--- config.mk ---
export PLATFORM = sky130hd
export DESIGN_NAME = ccb_addr_walker_flat
export DESIGN_NICKNAME = d
export VERILOG_FILES = /design/src/rtl/ccb_addr_walker_if.sv /design/src/rtl/ccb_addr_walker.sv /design/src/flat_wrapper.sv
export SDC_FILE = /design/constraint.sdc
export NUM_CORES = 1
export LEC_CHECK = 0
export ABC_CLOCK_PERIOD_IN_PS = 7200
export CAP_MARGIN = 20
export CORE_MARGIN = 3
export CORE_UTILIZATION = 65
export DETAILED_ROUTE_END_ITERATION = 10
export GPL_TIMING_DRIVEN = 0
export PLACE_DENSITY = 0.84
export SKIP_LAST_GASP = 1
export SLEW_MARGIN = 20
export SYNTH_ARGS = -nofsm -noshare
export SYNTH_HDL_FRONTEND = slang
export SYNTH_SLANG_ARGS = --single-unit
--- constraint.sdc ---
create_clock -name clk -period 7.2 [get_ports clk]
set_input_delay 1.8 -clock clk [delete_from_list [all_inputs] [get_ports clk]]
set_output_delay 1.8 -clock clk [all_outputs]
set_load 0.01 [all_outputs]
--- src/rtl/ccb_addr_walker_if.sv ---
// Bundles config, request and response signals of the CCB address walker.
// Latency: none (wiring only).
// Backpressure: req_valid/req_ready and rsp_valid/rsp_ready handshakes.
interface ccb_addr_walker_if #(
    parameter int ADDR_W = 44,
    parameter int IDX_W  = 32,
    parameter int CH_W   = 2,
    parameter int SIZE_W = 2
);
    logic              cfg_we;
    logic [CH_W-1:0]   cfg_ch;
    logic [ADDR_W-1:0] cfg_base;
    logic [SIZE_W-1:0] cfg_size;
    logic [IDX_W-1:0]  cfg_limit;
    logic              req_valid;
    logic              req_ready;
    logic [CH_W-1:0]   req_ch;
    logic              rsp_valid;
    logic              rsp_ready;
    logic [ADDR_W-1:0] rsp_addr;
    logic [CH_W-1:0]   rsp_ch;
    logic              rsp_wrap;
    logic              rsp_ovf;
    logic              busy;

    modport master (
        output cfg_we, cfg_ch, cfg_base, cfg_size, cfg_limit,
        output req_valid, req_ch, rsp_ready,
        input  req_ready, rsp_valid, rsp_addr, rsp_ch, rsp_wrap, rsp_ovf, busy
    );

    modport slave (
        input  cfg_we, cfg_ch, cfg_base, cfg_size, cfg_limit,
        input  req_valid, req_ch, rsp_ready,
        output req_ready, rsp_valid, rsp_addr, rsp_ch, rsp_wrap, rsp_ovf, busy
    );
endinterface

--- src/rtl/ccb_addr_walker.sv ---
// Multi-channel CCB address generator: addr = base + (index << size), index walks 0..limit.
// Latency: 2 register stages, response valid after the edge following accept; 1 req/cycle.
// Backpressure: S2 stalls on !rsp_ready, S1 stalls behind it; req_ready has no path from req_valid.
module ccb_addr_walker #(
    parameter int ADDR_W = 44,
    parameter int IDX_W  = 32,
    parameter int NUM_CH = 4,
    parameter int CH_W   = (NUM_CH > 1) ? $clog2(NUM_CH) : 1,
    parameter int SIZE_W = 2
) (
    input  logic               clk,
    input  logic               rst_n,
    ccb_addr_walker_if.slave   bus
);
    // The widest shifted index must fit in the address so only the final add can carry out.
    if (ADDR_W < IDX_W + (1 << SIZE_W) - 1) begin : g_width_check
        $error("ccb_addr_walker: ADDR_W too small for IDX_W shifted by the largest size code");
    end
    if (NUM_CH < 1) begin : g_ch_check
        $error("ccb_addr_walker: NUM_CH must be at least 1");
    end

    localparam int SUM_W = ADDR_W + 1;

    // Per-channel configuration and walk position
    logic [ADDR_W-1:0] base_q  [NUM_CH];
    logic [SIZE_W-1:0] size_q  [NUM_CH];
    logic [IDX_W-1:0]  limit_q [NUM_CH];
    logic [IDX_W-1:0]  idx_q   [NUM_CH];

    // Stage 1: captured request operands
    logic              s1_valid_q;
    logic [CH_W-1:0]   s1_ch_q;
    logic [IDX_W-1:0]  s1_idx_q;
    logic [ADDR_W-1:0] s1_base_q;
    logic [SIZE_W-1:0] s1_size_q;
    logic              s1_wrap_q;

    // Stage 2: registered response
    logic              rsp_valid_q;
    logic [ADDR_W-1:0] rsp_addr_q;
    logic [CH_W-1:0]   rsp_ch_q;
    logic              rsp_wrap_q;
    logic              rsp_ovf_q;

    logic              s2_load;
    logic              s1_adv;
    logic              accept;
    logic              ch_ok;
    logic [IDX_W-1:0]  sel_idx;
    logic [ADDR_W-1:0] sel_base;
    logic [SIZE_W-1:0] sel_size;
    logic [IDX_W-1:0]  sel_limit;
    logic              sel_wrap;
    logic [IDX_W-1:0]  idx_d;
    logic [SUM_W-1:0]  sum_d;

    assign s2_load       = !rsp_valid_q || bus.rsp_ready;
    assign s1_adv        = !s1_valid_q || s2_load;
    assign accept        = bus.req_valid && s1_adv;
    assign ch_ok         = (int'(bus.req_ch) < NUM_CH);

    assign bus.req_ready = s1_adv;
    assign bus.rsp_valid = rsp_valid_q;
    assign bus.rsp_addr  = rsp_addr_q;
    assign bus.rsp_ch    = rsp_ch_q;
    assign bus.rsp_wrap  = rsp_wrap_q;
    assign bus.rsp_ovf   = rsp_ovf_q;
    assign bus.busy      = s1_valid_q || rsp_valid_q;

    // Look up the requesting channel; an unmapped channel reads as all-zero with no wrap
    always_comb begin
        sel_idx   = '0;
        sel_base  = '0;
        sel_size  = '0;
        sel_limit = '0;
        if (ch_ok) begin
            sel_idx   = idx_q[bus.req_ch];
            sel_base  = base_q[bus.req_ch];
            sel_size  = size_q[bus.req_ch];
            sel_limit = limit_q[bus.req_ch];
        end
        sel_wrap = ch_ok && (sel_idx == sel_limit);
        idx_d    = sel_wrap ? '0 : sel_idx + IDX_W'(1);
    end

    // Shift is lossless by the width check, so the only possible carry is from the base add
    assign sum_d = (SUM_W'(s1_idx_q) << s1_size_q) + SUM_W'(s1_base_q);

    // Channel state: a config write beats a same-cycle index advance on that channel
    always_ff @(posedge clk or negedge rst_n) begin
        if (!rst_n) begin
            for (int c = 0; c < NUM_CH; c++) begin
                base_q[c]  <= '0;
                size_q[c]  <= '0;
                limit_q[c] <= '0;
                idx_q[c]   <= '0;
            end
        end else begin
            for (int c = 0; c < NUM_CH; c++) begin
                if (bus.cfg_we && (int'(bus.cfg_ch) == c)) begin
                    base_q[c]  <= bus.cfg_base;
                    size_q[c]  <= bus.cfg_size;
                    limit_q[c] <= bus.cfg_limit;
                    idx_q[c]   <= '0;
                end else if (accept && ch_ok && (int'(bus.req_ch) == c)) begin
                    idx_q[c]   <= idx_d;
                end
            end
        end
    end

    // S1 captures the pre-write channel operands whenever it can advance
    always_ff @(posedge clk or negedge rst_n) begin
        if (!rst_n) begin
            s1_valid_q <= 1'b0;
            s1_ch_q    <= '0;
            s1_idx_q   <= '0;
            s1_base_q  <= '0;
            s1_size_q  <= '0;
            s1_wrap_q  <= 1'b0;
        end else if (s1_adv) begin
            s1_valid_q <= bus.req_valid;
            if (bus.req_valid) begin
                s1_ch_q   <= bus.req_ch;
                s1_idx_q  <= sel_idx;
                s1_base_q <= sel_base;
                s1_size_q <= sel_size;
                s1_wrap_q <= sel_wrap;
            end
        end
    end

    // S2 registers the sum; outputs only change when the consumer can take them
    always_ff @(posedge clk or negedge rst_n) begin
        if (!rst_n) begin
            rsp_valid_q <= 1'b0;
            rsp_addr_q  <= '0;
            rsp_ch_q    <= '0;
            rsp_wrap_q  <= 1'b0;
            rsp_ovf_q   <= 1'b0;
        end else if (s2_load) begin
            rsp_valid_q <= s1_valid_q;
            if (s1_valid_q) begin
                rsp_addr_q <= sum_d[ADDR_W-1:0];
                rsp_ovf_q  <= sum_d[ADDR_W];
                rsp_ch_q   <= s1_ch_q;
                rsp_wrap_q <= s1_wrap_q;
            end
        end
    end
endmodule

--- src/flat_wrapper.sv ---
// flat-port wrapper written by rule: the top's interface ports become plain ports
module ccb_addr_walker_flat 
#(
    parameter int ADDR_W = 44,
    parameter int IDX_W  = 32,
    parameter int NUM_CH = 4,
    parameter int CH_W   = (NUM_CH > 1) ? $clog2(NUM_CH) : 1,
    parameter int SIZE_W = 2
)
  (clk, rst_n, bus_cfg_we, bus_cfg_ch, bus_cfg_base, bus_cfg_size, bus_cfg_limit, bus_req_valid, bus_req_ch, bus_rsp_ready, bus_req_ready, bus_rsp_valid, bus_rsp_addr, bus_rsp_ch, bus_rsp_wrap, bus_rsp_ovf, bus_busy);
  ccb_addr_walker_if #(.ADDR_W(ADDR_W), .IDX_W(IDX_W), .CH_W(CH_W), .SIZE_W(SIZE_W)) bus_i ();
  input  logic clk;
  input  logic rst_n;
  input wire logic [$bits(bus_i.cfg_we)-1:0] bus_cfg_we;
  input wire logic [$bits(bus_i.cfg_ch)-1:0] bus_cfg_ch;
  input wire logic [$bits(bus_i.cfg_base)-1:0] bus_cfg_base;
  input wire logic [$bits(bus_i.cfg_size)-1:0] bus_cfg_size;
  input wire logic [$bits(bus_i.cfg_limit)-1:0] bus_cfg_limit;
  input wire logic [$bits(bus_i.req_valid)-1:0] bus_req_valid;
  input wire logic [$bits(bus_i.req_ch)-1:0] bus_req_ch;
  input wire logic [$bits(bus_i.rsp_ready)-1:0] bus_rsp_ready;
  output wire logic [$bits(bus_i.req_ready)-1:0] bus_req_ready;
  output wire logic [$bits(bus_i.rsp_valid)-1:0] bus_rsp_valid;
  output wire logic [$bits(bus_i.rsp_addr)-1:0] bus_rsp_addr;
  output wire logic [$bits(bus_i.rsp_ch)-1:0] bus_rsp_ch;
  output wire logic [$bits(bus_i.rsp_wrap)-1:0] bus_rsp_wrap;
  output wire logic [$bits(bus_i.rsp_ovf)-1:0] bus_rsp_ovf;
  output wire logic [$bits(bus_i.busy)-1:0] bus_busy;
  assign bus_i.cfg_we = bus_cfg_we;
  assign bus_i.cfg_ch = bus_cfg_ch;
  assign bus_i.cfg_base = bus_cfg_base;
  assign bus_i.cfg_size = bus_cfg_size;
  assign bus_i.cfg_limit = bus_cfg_limit;
  assign bus_i.req_valid = bus_req_valid;
  assign bus_i.req_ch = bus_req_ch;
  assign bus_i.rsp_ready = bus_rsp_ready;
  assign bus_req_ready = bus_i.req_ready;
  assign bus_rsp_valid = bus_i.rsp_valid;
  assign bus_rsp_addr = bus_i.rsp_addr;
  assign bus_rsp_ch = bus_i.rsp_ch;
  assign bus_rsp_wrap = bus_i.rsp_wrap;
  assign bus_rsp_ovf = bus_i.rsp_ovf;
  assign bus_busy = bus_i.busy;
  ccb_addr_walker #(.ADDR_W(ADDR_W), .IDX_W(IDX_W), .NUM_CH(NUM_CH), .CH_W(CH_W), .SIZE_W(SIZE_W)) u_core (.clk(clk), .rst_n(rst_n), .bus(bus_i));
endmodule
==> load_flow_metrics.sql <==
INSERT INTO impl_metrics (metric_group, metric, value, unit) VALUES
('power', 'maximum_vdd_drop', '0.216', 'mV'),
('cells_and_area', 'final_common_cell', 'sky130_fd_sc_hd__nand2_1', ''),
('floorplanning', 'fp.dieArea', '45000', 'um2'),
('place', 'placedCellCount', '3048', ''),
('global_routing', 'grt_antenna_before_repair', '2', ''),
('clock_network', 'clock_latency', '0.64', 'ns'),
('place', 'placement.cell_area', '29800', 'um2'),
('clock_network', 'tritoncts.num_buffers', '57', ''),
('drt', 'vias_per_cell', '6.60', ''),
('clock_network', 'cts_repair_resize_count', '0', ''),
('global_routing', 'globalRouteMet1Util', '0.506', ''),
('timing', 'final.setup.tns', '0', 'ns'),
('drt', 'drtIter0Drc', '2224', ''),
('clock_network', 'clock_tree_root_buffer_cell', 'sky130_fd_sc_hd__clkbuf_16', ''),
('cells_and_area', 'filler_cell_count', '2567', ''),
('global_routing', 'groute.usage.overall', '0.350', ''),
('timing', 'whs', '0.472', 'ns'),
('clock_network', 'cts.htree.levels', '2', ''),
('logic_synthesis', 'yosysUniqueCellTypes', '61', ''),
('logic_synthesis', 'postSynthCellCount', '2376', ''),
('global_routing', 'groute.layer.met3.usage', '0.0633', ''),
('place', 'gpl.final_weighted_congestion', '0.944', ''),
('global_routing', 'via_count_of_the_first_global_routing_pass', '20900', ''),
('global_routing', 'groute.layer.met2.usage', '0.538', ''),
('setup_path', 'levels_on_crit_path', '11', ''),
('global_routing', 'grt_max_degree', '107', ''),
('logic_synthesis', 'ys_seq_area_frac', '0.517', ''),
('cells_and_area', 'most-common-layout-cells', 'sky130_fd_sc_hd__nand2_1, sky130_fd_sc_hd__dfrtp_1, sky130_fd_sc_hd__mux2_2, sky130_fd_sc_hd__mux4_2, sky130_fd_sc_hd__clkdlybuf4s50_1', ''),
('drt', 'wirelength', '77700', 'um'),
('timing', 'tightestPinTransition', '1.11', 'ns'),
('timing', 'rsz_0062_raised_after_global_routing', 'false', ''),
('cells_and_area', 'syn_to_final_growth', '14.8', '%'),
('drt', 'detail_route.drc_violations', '0', ''),
('timing', 'timing.final.ws_setup', '2.06', 'ns'),
('floorplanning', 'die_width', '212', 'um'),
('timing', 'setup-violations-final', '0', ''),
('run', 'maxCapViolCount', '0', ''),
('power', 'power.density', '275', 'nW/um2'),
('setup_path', 'worst_path_largest_cell_delay', '0.72', 'ns'),
('setup_path', 'crit_path_end_kind', 'register', ''),
('logic_synthesis', 'yosys-top-cells-area', 'sky130_fd_sc_hd__dfrtp_1, sky130_fd_sc_hd__mux4_2, sky130_fd_sc_hd__mux2_2', ''),
('global_routing', 'grt_first_pass_wirelength', '120000', 'um'),
('drt', 'detail-route-antenna-nets', '0', ''),
('cells_and_area', 'final_net_count', '2699', ''),
('outcome', 'run_status', 'finished, final reports clean', ''),
('min_path', 'min-delay-path-class', 'reg2reg', ''),
('place', 'place_worst_setup_slack', '1.62', 'ns'),
('floorplanning', 'design.portCount', '138', ''),
('timing', 'fmax', '195', 'MHz'),
('floorplanning', 'core_area', '41400', 'um2'),
('setup_path', 'crit_buf_inv', '4', ''),
('power', 'total_leakage_power', '14.2', 'nW'),
('timing', 'clock-skew-final', '0.0479', 'ns'),
('setup_path', 'slowest_stage', 'sky130_fd_sc_hd__buf_1', ''),
('logic_synthesis', 'mappedNetlistArea', '27600', 'um2'),
('timing', 'final.min_clock_period', '5.14', 'ns'),
('place', 'port-buffer-count', '135', ''),
('cells_and_area', 'final-instance-count-excl-fill', '3156', ''),
('logic_synthesis', 'number_of_flops_mapped_to_enable_cells_by_yosys', '0', ''),
('floorplanning', 'initial_utilization', '0.667', ''),
('cells_and_area', 'layout_utilization', '0.766', ''),
('global_routing', 'grt_most_used_layer', 'met2', ''),
('timing', 'timing.max_slew.rel_slack', '0.253', ''),
('logic_synthesis', 'synth.top_cell.area_share', '0.517', ''),
('clock_network', 'holdBufCountCts', '0', ''),
('cells_and_area', 'finalInstanceArea', '31700', 'um2'),
('place', 'dp.final_hpwl', '54400', 'um'),
('floorplanning', 'core.rowCount', '74', ''),
('clock_network', 'worst_setup_hold_path_clk_slew', '0.06', 'ns'),
('logic_synthesis', 'post_synth.cell_area_avg', '11.6', 'um2'),
('clock_network', 'cts.sinks', '571', '');
-- power breakdown --
part           internal [mW]  total, mW  switching [mW]  leakage [nW]
Sequential              3.69       4.02           0.329          7.21
Combinational          0.812       1.69           0.875          6.08
Clock                   1.71       3.02            1.31         0.944
-- how the worst min path moves through the flow --
stage                      start  depth (start not counted)              endpoint
6_report       u_core.base_q[62]                          2     u_core.base_q[62]
5_1_grt        u_core.base_q[62]                          2     u_core.base_q[62]
4_1_cts        u_core.base_q[66]                          2     u_core.base_q[66]
3_5_place_dp   u_core.base_q[62]                          2     u_core.base_q[62]
3_3_place_gp    u_core.s1_wrap_q                          2   u_core.bus.rsp_wrap
2_1_floorplan  u_core.s1_ch_q[0]                          2  u_core.bus.rsp_ch[0]
-- cell families after synthesis --
family | synth area share
AOI/OAI and AO/OA | 0.0824
xor gates and xnor gates | 0.0257
adders and majority gates | 0.0170
buffers and inverters | 0.0243
DFF | 0.517
muxes | 0.209
and+or+nand+nor | 0.124
-- routing by layer --
layer	vias up	wire, um
li1	8875	-
met1	10600	31300
met2	1147	36200
met3	185	7450
met4	0	2710
met5	-	0
-- registers in the layout, summed over array words and instances, names as in the netlist --
signal,cells
u_core.base_q,176
u_core.bus.rsp_addr,44
u_core.bus.rsp_ch,2
u_core.bus.rsp_ovf,1
u_core.bus.rsp_valid,1
u_core.bus.rsp_wrap,1
u_core.idx_q,128
u_core.limit_q,128
u_core.s1_base_q,44
u_core.s1_ch_q,2
u_core.s1_idx_q,32
u_core.s1_size_q,2
u_core.s1_valid_q,1
u_core.s1_wrap_q,1
u_core.size_q,8
-- worst register-to-register path, cell delays in order (launching register included) --
cell                        delay, ns
sky130_fd_sc_hd__dfrtp_1         0.38
sky130_fd_sc_hd__clkbuf_1        0.44
sky130_fd_sc_hd__clkbuf_1        0.49
sky130_fd_sc_hd__nor2_1          0.17
sky130_fd_sc_hd__ha_1            0.25
sky130_fd_sc_hd__fa_1            0.45
sky130_fd_sc_hd__a21o_1          0.20
sky130_fd_sc_hd__a221oi_1        0.54
sky130_fd_sc_hd__a21o_1          0.27
sky130_fd_sc_hd__a2111oi_1       0.19
sky130_fd_sc_hd__o2111a_1        0.34
sky130_fd_sc_hd__o41ai_1         0.88
sky130_fd_sc_hd__o21ai_0         0.18
sky130_fd_sc_hd__a31oi_1         0.20
-- cells in the mapped netlist (all sizes together) (9+ instances only) --
| library cell | number |
|---|---|
| a22o | 109 |
| a21o | 10 |
| a211oi | 10 |
| nand3 | 25 |
| xnor2 | 25 |
| and3 | 13 |
| dfrtp | 571 |
| nor4 | 17 |
| o21ai | 83 |
| buf | 35 |
| clkbuf | 110 |
| mux2 | 235 |
| inv | 18 |
| mux4 | 134 |
| o31ai | 9 |
| nor3 | 20 |
| ha | 36 |
| or3 | 11 |
| nor2 | 74 |
| a31oi | 11 |
| xor2 | 56 |
| nand2 | 599 |
| and2 | 13 |
| nand4 | 12 |
| a21oi | 50 |
| mux2i | 12 |
-- cell type report --
type | instances | area share
clock buffers | 78 | 0.0519
diodes | 2 | 0.000158
inverters | 18 | 0.00213
clock inverters | 28 | 0.00856
repair buffers | 140 | 0.0471
multi-input cells | 1642 | 0.399
flip-flops and latches | 571 | 0.451
plain buffers | 145 | 0.0191
well taps | 532 | 0.0210
Power figures use the tool's default switching activity.
